[config.mk]
export PLATFORM = sky130hd
export DESIGN_NAME = cache_mem_arbiter
export DESIGN_NICKNAME = d
export VERILOG_FILES = /design/src/rtl/cache_mem_arbiter.sv
export SDC_FILE = /design/constraint.sdc
export NUM_CORES = 1
export LEC_CHECK = 0
export BUFFER_PORTS_ARGS = -buffer_cell sky130_fd_sc_hd__buf_2
export CAP_MARGIN = 40
export CELL_PAD_IN_SITES_DETAIL_PLACEMENT = 1
export CELL_PAD_IN_SITES_GLOBAL_PLACEMENT = 2
export CORE_MARGIN = 3
export CORE_UTILIZATION = 11
export CTS_CLUSTER_DIAMETER = 60
export DETAILED_ROUTE_END_ITERATION = 16
export MAX_ROUTING_LAYER = met4
export PLACE_DENSITY_LB_ADDON = 0.1
export SLEW_MARGIN = 20
export SYNTH_ARGS = -nofsm -noshare
export SYNTH_HDL_FRONTEND = slang
export SYNTH_SLANG_ARGS = --single-unit
[constraint.sdc]
create_clock -name clk -period 2.45 [get_ports clk]
set_input_delay 0.49 -clock clk [delete_from_list [all_inputs] [get_ports clk]]
set_output_delay 0.49 -clock clk [all_outputs]
set_load 0.02 [all_outputs]
[src/rtl/cache_mem_arbiter.sv]
// cache_mem_arbiter
// Two-master to one-slave Avalon arbiter between the instruction-side (port 0)
// and data-side (port 1) caches and the shared memory bus.
//
// Ports:
//   clk            clock
//   rst            asynchronous reset, active-high
//   p0_avn_req_i   port 0 (icache) request
//   p0_avn_resp_o  port 0 response (readdata, waitrequest)
//   p1_avn_req_i   port 1 (dcache) request
//   p1_avn_resp_o  port 1 response
//   mem_avn_req_o  merged request to memory
//   mem_avn_resp_i memory response
//
// State table:
//   IDLE   | arbitrate combinationally among requesting ports each cycle
//   LOCKED | granted transfer stalled by waitrequest; grant held in gnt_id_q

package cache_mem_arbiter_pkg;
    localparam int DATA_WIDTH = 32;

    typedef struct packed {
        logic                    read;
        logic                    write;
        logic [DATA_WIDTH-1:0]   address;
        logic [DATA_WIDTH/8-1:0] byte_enable;
        logic [DATA_WIDTH-1:0]   writedata;
    } avalon_req_t;

    typedef struct packed {
        logic [DATA_WIDTH-1:0] readdata;
        logic                  waitrequest;
    } avalon_resp_t;
endpackage

module cache_mem_arbiter
    import cache_mem_arbiter_pkg::*;
#(
    parameter bit          FIXED_PRIORITY = 1'b0,
    parameter int unsigned READ_LATENCY   = 1
) (
    input  logic         clk,
    input  logic         rst,
    input  avalon_req_t  p0_avn_req_i,
    output avalon_resp_t p0_avn_resp_o,
    input  avalon_req_t  p1_avn_req_i,
    output avalon_resp_t p1_avn_resp_o,
    output avalon_req_t  mem_avn_req_o,
    input  avalon_resp_t mem_avn_resp_i
);

    typedef enum logic {IDLE, LOCKED} state_t;

    state_t state_q, state_d;
    logic   gnt_id_q, gnt_id_d;
    logic   last_grant_q, last_grant_d;

    // Read-return pipe: entry READ_LATENCY-1 is aligned with memory readdata.
    logic [READ_LATENCY-1:0] pipe_vld_q;
    logic [READ_LATENCY-1:0] pipe_id_q;

    logic        req0, req1;
    logic        gnt;
    logic        gnt_active;
    logic        fwd_req;
    logic        accept;
    logic        rd_accept;
    avalon_req_t fwd;
    logic        tail_vld, tail_id;

    assign req0     = p0_avn_req_i.read | p0_avn_req_i.write;
    assign req1     = p1_avn_req_i.read | p1_avn_req_i.write;
    assign tail_vld = pipe_vld_q[READ_LATENCY-1];
    assign tail_id  = pipe_id_q[READ_LATENCY-1];

    always_ff @(posedge clk or posedge rst) begin
        if (rst) begin
            state_q      <= IDLE;
            gnt_id_q     <= 1'b0;
            last_grant_q <= 1'b1;
            pipe_vld_q   <= '0;
            pipe_id_q    <= '0;
        end else begin
            state_q       <= state_d;
            gnt_id_q      <= gnt_id_d;
            last_grant_q  <= last_grant_d;
            pipe_vld_q[0] <= rd_accept;
            pipe_id_q[0]  <= gnt;
            for (int i = 1; i < READ_LATENCY; i++) begin
                pipe_vld_q[i] <= pipe_vld_q[i-1];
                pipe_id_q[i]  <= pipe_id_q[i-1];
            end
        end
    end

    always_comb begin
        state_d      = state_q;
        gnt_id_d     = gnt_id_q;
        last_grant_d = last_grant_q;
        gnt          = 1'b0;
        gnt_active   = 1'b0;

        case (state_q)
            IDLE: begin
                gnt_active = req0 | req1;
                if (req0 & req1) begin
                    gnt = FIXED_PRIORITY ? 1'b0 : ~last_grant_q;
                end else begin
                    gnt = req1;
                end
            end
            LOCKED: begin
                gnt        = gnt_id_q;
                gnt_active = 1'b1;
            end
            default: begin
                gnt        = 1'b0;
                gnt_active = 1'b0;
            end
        endcase

        // With no request, port 0 is selected so the idle bus carries port 0
        // address/data with read and write already low.
        fwd       = gnt ? p1_avn_req_i : p0_avn_req_i;
        fwd_req   = fwd.read | fwd.write;
        accept    = fwd_req & ~mem_avn_resp_i.waitrequest;
        rd_accept = fwd.read & ~mem_avn_resp_i.waitrequest;

        if (accept) begin
            last_grant_d = gnt;
        end

        case (state_q)
            IDLE: begin
                if (fwd_req && mem_avn_resp_i.waitrequest) begin
                    state_d  = LOCKED;
                    gnt_id_d = gnt;
                end
            end
            LOCKED: begin
                // A dropped request while locked releases the lock without
                // touching last_grant, since nothing was accepted.
                if (!fwd_req || !mem_avn_resp_i.waitrequest) begin
                    state_d = IDLE;
                end
            end
            default: state_d = IDLE;
        endcase

        mem_avn_req_o = fwd;

        p0_avn_resp_o.waitrequest = (gnt_active && !gnt) ? mem_avn_resp_i.waitrequest : req0;
        p1_avn_resp_o.waitrequest = (gnt_active &&  gnt) ? mem_avn_resp_i.waitrequest : req1;
        p0_avn_resp_o.readdata    = (tail_vld && !tail_id) ? mem_avn_resp_i.readdata : '0;
        p1_avn_resp_o.readdata    = (tail_vld &&  tail_id) ? mem_avn_resp_i.readdata : '0;

        // Reset acts on the outputs immediately, not at the next edge.
        if (rst) begin
            mem_avn_req_o.read        = 1'b0;
            mem_avn_req_o.write       = 1'b0;
            p0_avn_resp_o.waitrequest = 1'b1;
            p1_avn_resp_o.waitrequest = 1'b1;
            p0_avn_resp_o.readdata    = '0;
            p1_avn_resp_o.readdata    = '0;
        end
    end

endmodule

==> results.md <==
* Status: finished clean
* Dominant synthesized flop cell: dfrtp_1
* Final cell count without fillers at 746
* Final core utilization at 0.240
* First-pass iteration count of the detailed router at 4
* Critical Path RT at 1.96 ns
* Final wirelength at 11,400 um
* Placed cells at 741
* Crit path kind: input pin to primary output
* Area grow syn2layout at 110%
* Placer Congestion at 0.695
* Placement Rows at 46
* IO buf count at 310
* Die height at 136 um
* Setup-failing EPs final at 0
* GRT Util Overall at 0.114
* Vias at 2,763
* Clock root buffer: clkbuf_16
* Seq/Total Area, Yosys at 0.0683
* Most frequent cells in the layout: 293 x buf_2, 68 x mux2_4, 65 x nor2_1
* Layout cell share with drive strength beyond 1 at 0.758
* Cts bufs inserted at 3
* Synth warn at 0
* Core area at 0.0162 mm2
* # IOs at 311
* CP Max Fanout at 31
* Initial Util at 0.114
* DRC Markers at 0
* Slowest-stage cell, CP: a211o_4
* HP Class: input pin to asynchronous set/reset pin
* # clock sinks at 5
* Critical path startpoint category: input pin
* Synth Area per Inst at 8.26 um2
* Yosys reg bits at 5
* Number of global-route vias before repair at 2,812
* DP Wirelength at 10,000 um
* Pleak at 2.32 nW
* Total Nets Final at 706
* Mapped cell area at 0.00185 mm2
* Initial antenna violation count at 0
* Count of flip-flops with a built-in enable after synthesis at 0
* Tcrit/Tclk final at 0.991
* CP max stage delay at 0.37 ns
* Die ar. at 0.0184 mm2
* Worst R2R Setup Slack at 0.97 ns
* Syn_nets at 399
* Layout Skew at 0.00294 ns
* Crit path top cell by count: buf_2
* Endpoints failing hold at 0
* CTS tree: built
* Antenna-violating nets left at 0
* Clk buf depth at 2
* CP delay by family, top: buffers and inverters
* Max-cap violation count at 0
* WP data arrival at 1.94 ns
* Pin count of the biggest net entering global routing at 32
* Slew of the pin with the lowest slew margin at 0.347 ns
* First-pass GRT wire length at 15,800 um
* Crit path launch: p0_avn_req_i[69]
* DR iter-0 viols at 56
* Crit-path cells: buf_2 -> or2_4 -> a211o_4 -> buf_16 -> mux2_4 -> buf_2
* DR WL/cell at 15.3 um
* Async SR Flop Fraction at 1.00
* Clk slew on worst S/H paths at 0.03 ns
* Ant diodes at 0
* PwrDens at 561 mW/mm2
* Buf/Inv on CP at 3
* Clk Latency, worst-skew pair at 0.23 ns
* Gr ovfl total at 0
* Max_slew headroom at 0.768
* Max VDD drop at 0.259 mV
* Via density at 3.70
* Reg-to-reg startpoint: state_q
* Min Tclk post-route at 2.43 ns
* CTS H-tree depth at 1
* Distinct cell type count after synthesis at 26
* Worst Setup End Kind: primary output
* Cells after synthesis at 224
* Leading cell type in the layout, fill and taps excluded: buf_2
* Max Fclk at 0.412 GHz
* RSZ-0062 raised after global routing: yes
* Die X at 136 um
* Max Slew Vio Count at 0
[report_power, final]
part	total (W)	switching [W]	internal, W	leakage, nW
Combinational	0.00178	0.000903	0.000879	2.23
Clock	0.000268	0.0000527	0.000216	0.0382
Sequential	0.000129	0.0000207	0.000108	0.0574
Total	0.00218	0.000976	0.00120	2.32
[cells in the mapped netlist, types with 2 or more instances]
| cell | number | share of area |
|---|---|---|
| nand2_1 | 37 | 0.075 |
| nor2b_1 | 3 | 0.010 |
| mux2i_1 | 4 | 0.022 |
| clkbuf_1 | 7 | 0.014 |
| a21oi_1 | 5 | 0.014 |
| nand2b_1 | 4 | 0.014 |
| mux2_4 | 68 | 0.55 |
| nor2_1 | 65 | 0.13 |
| buf_6 | 7 | 0.043 |
| dfrtp_1 | 4 | 0.054 |
| o21ai_0 | 2 | 0.0054 |
| nor3_1 | 2 | 0.0054 |
| buf_1 | 3 | 0.0061 |
[tightest hold or removal path: cells and delay by family]
| family | cells | cell delay [ns] |
|---|---|---|
| buf+inv | 3 | 0.42 |
[metal layers]
layer | GRT usage | vias to the layer above | wire length (um) | part of all wire
met3 | 0.0223 | 4 | 858 | 0.075
met2 | 0.225 | 137 | 6580 | 0.58
met5 | - | - | 0 | 0
met1 | 0.115 | 1263 | 3870 | 0.34
li1 | - | 1359 | - | -
met4 | 0.0230 | 0 | 96 | 0.0084
[path summary, 6_finish.rpt]
check / depth (start not counted) / endpoint
setup / recovery: 6 / mem_avn_req_o[13]
max in group asynchronous: 3 / last_grant_q
hold / removal: 3 / gnt_id_q
min in group clk: 1 / state_q
setup reg to reg: 5 / pipe_vld_q
hold reg to reg: 1 / state_q
[cell families after synthesis]
group | share of synthesized area
AO/OA/AOI/OAI | 0.0352
flip-flops | 0.0683
multiplexers | 0.573
buffers and inverters | 0.0737
AND/OR/NAND/NOR | 0.249
[per-stage QoR]
step                hold WS [ns]  instance area (um2)  power (W)  setup TNS [ns]  worst slack (ns)
global placement           0.552                 3660    0.00184         -0.0620           -0.0331
floorplan                  0.473                 1850    0.00132               0            0.0446
finish                     0.320                 3880    0.00218               0            0.0210
global route               0.352                 3880    0.00232          -0.211           -0.0284
CTS                        0.327                 3770    0.00215               0           0.00174
detailed placement         0.554                 3660    0.00184          -0.135           -0.0780
[area by class of cell]
cell class | count | area [um2]
Clock buffer | 4 | 78.8
Fill cell | 2011 | 12300
Inverter | 2 | 10.0
Multi-Input combinational cell | 198 | 1610
Sequential cell | 5 | 128
Tap cell | 216 | 270
Timing Repair Buffer | 321 | 1780
[state kept, by name, indices dropped and copies added, names as in the netlist]
register and cells:
gnt_id_q 1, last_grant_q 1, pipe_id_q 1, pipe_vld_q 1, state_q 1
[what timing repair did]
action | in CTS | in global routing
hold buffers | 0 | 0
cloned | 0 | 0
resized for setup | 6 | 35
buffers inserted | 1 | 0
pin swaps | 0 | 0
endpoints found under the setup margin | 68 | 58
No activity file was read; power rests on OpenSTA's default activity.
